File: src/rtl/ngy_grid_video_core.sv
// ngy_grid_video_core
// Display-side core of the snake game. It contains three parts:
//   * a programmable divider that generates the game-tick clock (clk_out);
//   * a 1-bit-per-cell grid frame buffer (single-port, registered read);
//   * a pixel driver that maps the scan position to a grid cell and
//     produces that cell's lit state two cycles later.
// Game logic owns the memory port whenever wr_en is high. During those
// cycles the video read is dropped and pixel_state holds its last value.

module ngy_grid_video_core #(
    parameter int DIVIDER     = 7400000,
    parameter int CELL_WIDTH  = 8,
    parameter int CELL_HEIGHT = 8,
    parameter int GRID_COLS   = 40,
    parameter int GRID_ROWS   = 30
) (
    input  logic        clk_74a,
    input  logic        reset_n,
    input  logic        wr_en,
    input  logic [10:0] wr_addr,
    input  logic        wr_data,
    input  logic [9:0]  visible_x,
    input  logic [9:0]  visible_y,
    output logic        clk_out,
    output logic        pixel_state
);

    // ------------------------------------------------------------------
    // Derived constants
    // ------------------------------------------------------------------
    localparam int RAM_LENGTH  = GRID_COLS * GRID_ROWS;
    localparam int HALF_PERIOD = DIVIDER / 2;
    localparam int CNT_W       = (HALF_PERIOD > 1) ? $clog2(HALF_PERIOD) : 1;

    localparam logic [CNT_W-1:0] CNT_TERM = CNT_W'(HALF_PERIOD - 1);

    // Comparison limits carry one spare bit so that a full-range input
    // never wraps when compared against them.
    localparam logic [11:0] RAM_LENGTH_W = 12'(RAM_LENGTH);
    localparam logic [10:0] X_LIMIT      = 11'(CELL_WIDTH * GRID_COLS);
    localparam logic [10:0] Y_LIMIT      = 11'(CELL_HEIGHT * GRID_ROWS);

    localparam logic [9:0]  CELL_W_V     = 10'(CELL_WIDTH);
    localparam logic [9:0]  CELL_H_V     = 10'(CELL_HEIGHT);
    localparam logic [10:0] COLS_V       = 11'(GRID_COLS);

    // ------------------------------------------------------------------
    // Game-tick clock divider
    // ------------------------------------------------------------------
    logic [CNT_W-1:0] div_count_reg;

    // Count 0..HALF_PERIOD-1; wrap and toggle clk_out at the terminal count.
    always_ff @(posedge clk_74a or negedge reset_n) begin
        if (!reset_n) begin
            div_count_reg <= '0;
            clk_out       <= 1'b0;
        end else if (div_count_reg == CNT_TERM) begin
            div_count_reg <= '0;
            clk_out       <= ~clk_out;
        end else begin
            div_count_reg <= div_count_reg + 1'b1;
        end
    end

    // ------------------------------------------------------------------
    // Pixel driver: scan position -> cell address
    // ------------------------------------------------------------------
    logic [9:0]  cell_col;
    logic [9:0]  cell_row;
    logic [10:0] rd_addr;
    logic        in_grid;

    // Map the scan position onto a cell index. Constant divisors reduce to
    // shifts for power-of-two cell sizes. The row/column product is formed
    // in 11 bits, enough for every in-grid cell; out-of-grid positions may
    // alias, which is harmless because in_grid masks them downstream.
    always_comb begin
        cell_col = visible_x / CELL_W_V;
        cell_row = visible_y / CELL_H_V;
        rd_addr  = 11'(cell_row) * COLS_V + 11'(cell_col);
        in_grid  = ({1'b0, visible_x} < X_LIMIT) &&
                   ({1'b0, visible_y} < Y_LIMIT);
    end

    // ------------------------------------------------------------------
    // Grid frame buffer (single port, writer has priority)
    // ------------------------------------------------------------------
    // Contents power up cleared; reset deliberately leaves them alone so
    // that the playfield survives a core reset.
    logic        grid_mem [RAM_LENGTH] = '{default: 1'b0};
    logic [10:0] mem_addr;
    logic        mem_addr_in_range;
    logic        data_out_reg;

    // Single shared address: the writer takes the port whenever wr_en is set.
    always_comb begin
        mem_addr          = wr_en ? wr_addr : rd_addr;
        mem_addr_in_range = ({1'b0, mem_addr} < RAM_LENGTH_W);
    end

    // Array write; addresses beyond the last cell are discarded.
    always_ff @(posedge clk_74a) begin
        if (wr_en && mem_addr_in_range) begin
            grid_mem[mem_addr] <= wr_data;
        end
    end

    // Registered read; holds during writes, returns 0 beyond the last cell.
    always_ff @(posedge clk_74a or negedge reset_n) begin
        if (!reset_n) begin
            data_out_reg <= 1'b0;
        end else if (!wr_en) begin
            data_out_reg <= mem_addr_in_range ? grid_mem[mem_addr] : 1'b0;
        end
    end

    // ------------------------------------------------------------------
    // Pixel driver output stage
    // ------------------------------------------------------------------
    logic rd_valid_reg;
    logic in_grid_d_reg;

    // Carry read-valid and grid-membership alongside the memory read.
    always_ff @(posedge clk_74a or negedge reset_n) begin
        if (!reset_n) begin
            rd_valid_reg  <= 1'b0;
            in_grid_d_reg <= 1'b0;
        end else begin
            rd_valid_reg  <= ~wr_en;
            in_grid_d_reg <= in_grid;
        end
    end

    // Update the output only from valid reads; blank positions off the grid.
    always_ff @(posedge clk_74a or negedge reset_n) begin
        if (!reset_n) begin
            pixel_state <= 1'b0;
        end else if (rd_valid_reg) begin
            pixel_state <= in_grid_d_reg ? data_out_reg : 1'b0;
        end
    end

endmodule

File: config.mk
export PLATFORM = sky130hd
export DESIGN_NAME = ngy_grid_video_core
export DESIGN_NICKNAME = d
export VERILOG_FILES = /design/src/rtl/ngy_grid_video_core.sv
export SDC_FILE = /design/constraint.sdc
export NUM_CORES = 2
export LEC_CHECK = 0
export BUFFER_PORTS_ARGS = -buffer_cell sky130_fd_sc_hd__buf_2
export CAP_MARGIN = 20
export CORE_AREA = 2 2 370 372
export CTS_CLUSTER_SIZE = 40
export DETAILED_ROUTE_END_ITERATION = 12
export DIE_AREA = 0 0 372 374
export PLACE_DENSITY_LB_ADDON = 0.25
export SETUP_SLACK_MARGIN = 0.3
export SLEW_MARGIN = 10
export SYNTH_ARGS = -nofsm -noshare
export SYNTH_HDL_FRONTEND = slang
export SYNTH_SLANG_ARGS = --single-unit
File: constraint.sdc
create_clock -name clk_74a -period 4.2 [get_ports clk_74a]
set_input_delay 0.21 -clock clk_74a [delete_from_list [all_inputs] [get_ports clk_74a]]
set_output_delay 0.21 -clock clk_74a [all_outputs]
set_load 0.01 [all_outputs]
# [Yosys cells after proc, flatten, opt, wreduce, memory -nomap -nowiden]
# Memories as Yosys holds them, arrays and structs flattened.
# Cells that the tools add are included.
[word_totals] ramBits=1200 ff_bits=27 output_inout_bits=2 n_memories=1 inputBits=35 elab_cells=24
[memory_table] name="grid_mem" depth=1200 word_bits=1 read_ports=1 rd_ports_with_merged_regs=0 wr=1 line="90" text="logic grid_mem [RAM_LENGTH] = '{default: 1'b0};"
[classes] order_cmp=3 muxes=6 n_reduce_logical=2 add_sub_neg=2 multipliers=1 bitwise_logic=2 eq_ne=1
[ops] operator="$add 22x1->22 const B" n=1
[ops] operator="$eq 22x22->1 const B" n=1
[ops] operator="$mux 22" n=1
[ops] operator="$add 11x7->11" n=1
[ops] operator="$lt 11x11->1 const B" n=1
[ops] operator="$mux 11" n=1
[ops] operator="$lt 10x8->1 const B" n=1
[ops] operator="$lt 10x9->1 const B" n=1
[ops] operator="$mul 7x3->8 const B" n=1
[ops] operator="$mux 1" n=4
[ops] operator="$logic_and 1x1->1" n=2
[ops] operator="$not 1->1" n=2

# [Longest topological paths before layout]
[logic_depth] word_depth=7 depth_mapped=16 depth_no_buf=12

# [Worst setup path after synthesis]
# OpenSTA, ideal clock, no wires.
[synth_timing] path_type="input port to flip-flop" startpoint="input visible_y[4]" endpoint="memory grid_mem[288] (enable)" slack_ps=704 setup_time_ps=302 t_arrival_ps=3194 t_required_ps=3898 path_buffers=2 path_stages=14 path_cell_list="ha_1 ha_1 ha_1 nor3b_1 mux2_2 nor2_2 o21ai_0 o21ai_0 a31oi_2 nor4_4 nand2_1 buf_2 buf_2 nor2_1"
[synth_via] elab_chain_len=7
[synth_rtl] element="start: declaration" line="23" text="input logic [9:0] visible_y,"
[synth_rtl] element="$mul 7x3->8 *" line="80" text="rd_addr = 11'(cell_row) * COLS_V + 11'(cell_col);"
[synth_rtl] element="$add 11x7->11 *" line="80"
[synth_rtl] element="$mux 11 *" line="97" text="mem_addr = wr_en ? wr_addr : rd_addr;"
[synth_rtl] element="$lt 11x11->1" line="98" text="mem_addr_in_range = ({1'b0, mem_addr} < RAM_LENGTH_W);"
[synth_rtl] element="$logic_and 1x1->1" line="103" text="if (wr_en && mem_addr_in_range) begin"
[synth_rtl] element="$mux 1" line="103"
[synth_rtl] element="$mux 1 (implied by the code)" line="104" text="grid_mem[mem_addr] <= wr_data;"
[synth_rtl] element="end: declaration" line="90"
# Every way passes the cells marked *; elsewhere a longest branch is shown, timed or not.

# [Final worst setup path]
[layout_timing] startpoint="input visible_x[6]" endpoint="register data_out_reg"
[layout_via] elab_chain_len=4 elab_cells_between_ends=5 classes_between="add/sub (1); order compare (1); mux (2); memory (1)"
[layout_rtl] element="start: declaration" line="22" text="input logic [9:0] visible_x,"
[layout_rtl] element="$add 11x7->11 *" line="80"
[layout_rtl] element="$mux 11 *" line="97"
[layout_rtl] element="$mem_v2 1200x1 or $lt 11x11->1 (tied branches)"
[layout_rtl] element="$mux 1 *" line="113" text="data_out_reg <= mem_addr_in_range ? grid_mem[mem_addr] : 1'b0;"
[layout_rtl] element="end signal: assignment" line="113"
[layout_rtl] element="end: declaration" line="93" text="logic data_out_reg;"
# Marked as above.
# A chain may end at the register's enable or synchronous reset.

==> impl_metrics.csv <==
group,metric,value,unit
die,io_pins,37,
finish,area.sequential,0.03671,mm2
setup_path,r2r_start,"grid_mem[1198]",
grt,grt.total_usage,0.2431,
clock_network,clk_pin_slew_worst_paths,0.06,ns
run_status,status,"completed",
route,num_vias,36637,
setup_path,reg2reg_to,"data_out_reg",
route,drtPass1Iterations,5,
synthesis,synthCells,4389,
die,die_h,374,um
setup_path,r2r_setup_slack,1.48,ns
finish,n_antenna_cell,0,
placed_design,port_buffers,30,
setup_path,critPathRequiredTime,4.86,ns
finish,fin_nets,4474,
pwr,p_leak,19.81,nW
setup_path,path_class,"in2reg",
grt,grt_pass1_wl,242900,um
synthesis,ys_ff_latch,1227,
job,cap_violations,0,
synthesis,async_reset_ff_frac,0.02200,
synthesis,syn-cell-area,0.05385,mm2
timing,fin_skew,0.02988,ns
synthesis,synth.area.top_cells,"edfxtp_1 67%, nor2_1 8.8%, mux2i_1 5.0%, nand2_1 4.4%, a32oi_1 4.1%",
clock_network,cts_buffers,132,
synthesis,yosys.area.top_type_share,0.6691,
clock_network,worstSkewPairLatency,0.77,ns
clock_network,cts_buffer_depth,3,
route,wl_per_cell,27.11,um
finish,largest_reg_flops,1200,
timing,fmax,0.2682,GHz
pwr,p_per_area,441.6,mW/mm2
grt,grt-busiest-layer,"met2",
setup_path,crit_path_end_kind,"flip-flop",
pwr,peakVddDrop,0.0003488,V
setup_path,cp.arrival,4.39,ns
grt,grt_overflow_total,0,
grt,grt_max_degree,189,
placed_design,gp_congestion,0.8650,
die,start_util,0.3990,
synthesis,seq_area_frac_synth,0.6817,
grt,antenna_found_initial,5,
synthesis,synthTopCellsByCount,"1256 x nor2_1, 1200 x edfxtp_1, 630 x nand2_1, 270 x mux2i_1, 255 x a32oi_1",
clock_network,htree_levels,4,
grt,grtUsageMet3,0.04709,
clock_network,cts_resized,0,
grt,gr-usage-met2,0.3914,
timing,min_period,3.729,ns
clock_network,cts_tree,"yes",
synthesis,yosys.area.top_type,"edfxtp_1",
finish,drive_gt1_frac,0.1257,
timing,hold_violations,0,
route,first_iter_violations,5046,
timing,setup_viol,0,
route,drc,0,
timing,setup-tns-final,0,ns
die,die_area,0.1391,mm2
finish,n_fill_cell,12295,
grt,grt_util_met1,0.3290,
clock_network,cts.sinks,1227,
die,fp-row-count,135,
route,viasPerCell,5.809,
timing,grt_setup_unrepaired,"no",
synthesis,synth_most_common_cell,"nor2_1",
die,fp.dieW,372,um
finish,post-route-util,0.4578,
finish,multi_input_area,0.01546,mm2
timing,tightestPinTransition,1.144,ns
synthesis,ys_types,67,
synthesis,synthesis.nets,4440,
route,drt-total-wl,171000,um
timing,final_max_slew_viol_count,0,
finish,area_delta_synth_final,14.73,%
setup_path,reg2reg_depth,9,
grt,grt_pass1_vias,34848,
route,ant_nets,0,
synthesis,synth_ff_type,"edfxtp_1",
die,core,0.1350,mm2
setup_path,crit_fanout,10,
timing,period_share,0.8879,
synthesis,synth_warnings,0,
clock_network,cts_root_buf,"clkbuf_16",
placed_design,dpl.hpwl,94510,um
synthesis,synth.avg_cell_area,12.27,um2
synthesis,synth_edf_count,1200,
timing,slew_headroom,0.2343,
setup_path,start_kind,"primary input",
worst_hold_path,hold_class,"in2async",
-- power breakdown --
part | switching (mW) | total [mW] | internal, mW | leakage [nW]
Sequential | 0.00969 | 13.5 | 13.4 | 11.1
Clock | 4.84 | 11.4 | 6.61 | 2.06
Combinational | 1.65 | 2.38 | 0.733 | 6.61
Total | 6.49 | 27.3 | 20.8 | 19.8
-- layout make-up --
class                   count  share of cell area
clock buffers             165             0.05735
clock inverters            72             0.01073
inverters                   6           0.0004050
multi-input cells        2772              0.2502
flip-flops and latches   1227              0.5942
well taps                1781             0.03607
repair buffers            284             0.05103
-- worst max-delay path by stage --
stage                       startpoint       endpoint  slack, ns  depth (start not counted)
after floorplan           visible_y[4]  grid_mem[288]       0.70                         14
after global placement    visible_x[6]   data_out_reg      -0.19                         14
after detailed placement  visible_x[6]   data_out_reg      -0.22                         14
after CTS                 visible_x[6]   data_out_reg       0.59                         14
after global routing      visible_x[6]   data_out_reg       0.48                         14
final                     visible_x[6]   data_out_reg       0.47                         14
-- worst max-delay path, cell delays in order --
cell and delay [ns]:
buf_2 0.10, ha_1 0.22, fa_1 0.65, or4_1 0.70, a21oi_4 0.72, buf_4 0.34
a32oi_1 0.09, nand4_1 0.20, nor2_1 0.08, buf_4 0.16, o22ai_1 0.26, o41a_1 0.25
a2111oi_2 0.06, a32o_1 0.31
-- timing repair --
action / CTS / global route
hold buffers: 4 / 0
hold endpoints to repair: 84 / 0
buffers inserted: 0 / 0
-- per-stage QoR --
step / setup WS (ns) / cells / power [mW] / hold WS [ns] / cell area, um2
after floorplan: 0.7045 / 4389 / 14.89 / -0.08559 / 53850
after global placement: -0.1913 / 6066 / 16.03 / 0.2988 / 57540
after detailed placement: -0.2230 / 6066 / 16.04 / 0.2980 / 57540
after CTS: 0.5945 / 6307 / 27.39 / 0.00007883 / 61780
after global routing: 0.4780 / 6307 / 27.98 / 0.09652 / 61780
final: 0.4708 / 6307 / 27.28 / 0.03451 / 61780
-- placed cells by master, fill, tap and decap left out, types with 14 or more instances in the layout --
cell type | Yosys | final
clkinv_1 | 0 | 25
nand2_1 | 630 | 614
a21oi_4 | 0 | 16
nand2_2 | 16 | 27
edfxtp_1 | 1200 | 1200
clkbuf_1 | 207 | 27
nor2_1 | 1256 | 1256
a32oi_1 | 255 | 255
nand3_1 | 31 | 31
mux4_2 | 33 | 33
buf_4 | 36 | 164
dfrtp_1 | 27 | 27
buf_12 | 1 | 86
nand4_1 | 73 | 73
buf_2 | 117 | 29
o22ai_1 | 22 | 22
xnor2_1 | 14 | 14
clkbuf_16 | 0 | 137
clkinv_2 | 0 | 22
mux2i_1 | 270 | 270
ha_1 | 14 | 14
-- cell families after synthesis --
logic type	Yosys count	share of synthesized area
mux	310	0.06615
fa+ha+maj	16	0.003996
simple gates	2076	0.1553
flops	1227	0.6817
xor+xnor	25	0.004066
compound gates	345	0.05321
buf+inv	390	0.03555
-- metal layers --
layer | routed length, um | vias up
li1 | - | 15819
met4 | 5570 | 6
met5 | 34 | -
met1 | 68610 | 18788
met2 | 81130 | 1752
met3 | 15650 | 272
Note: power is estimated with default switching activity, not from simulation.
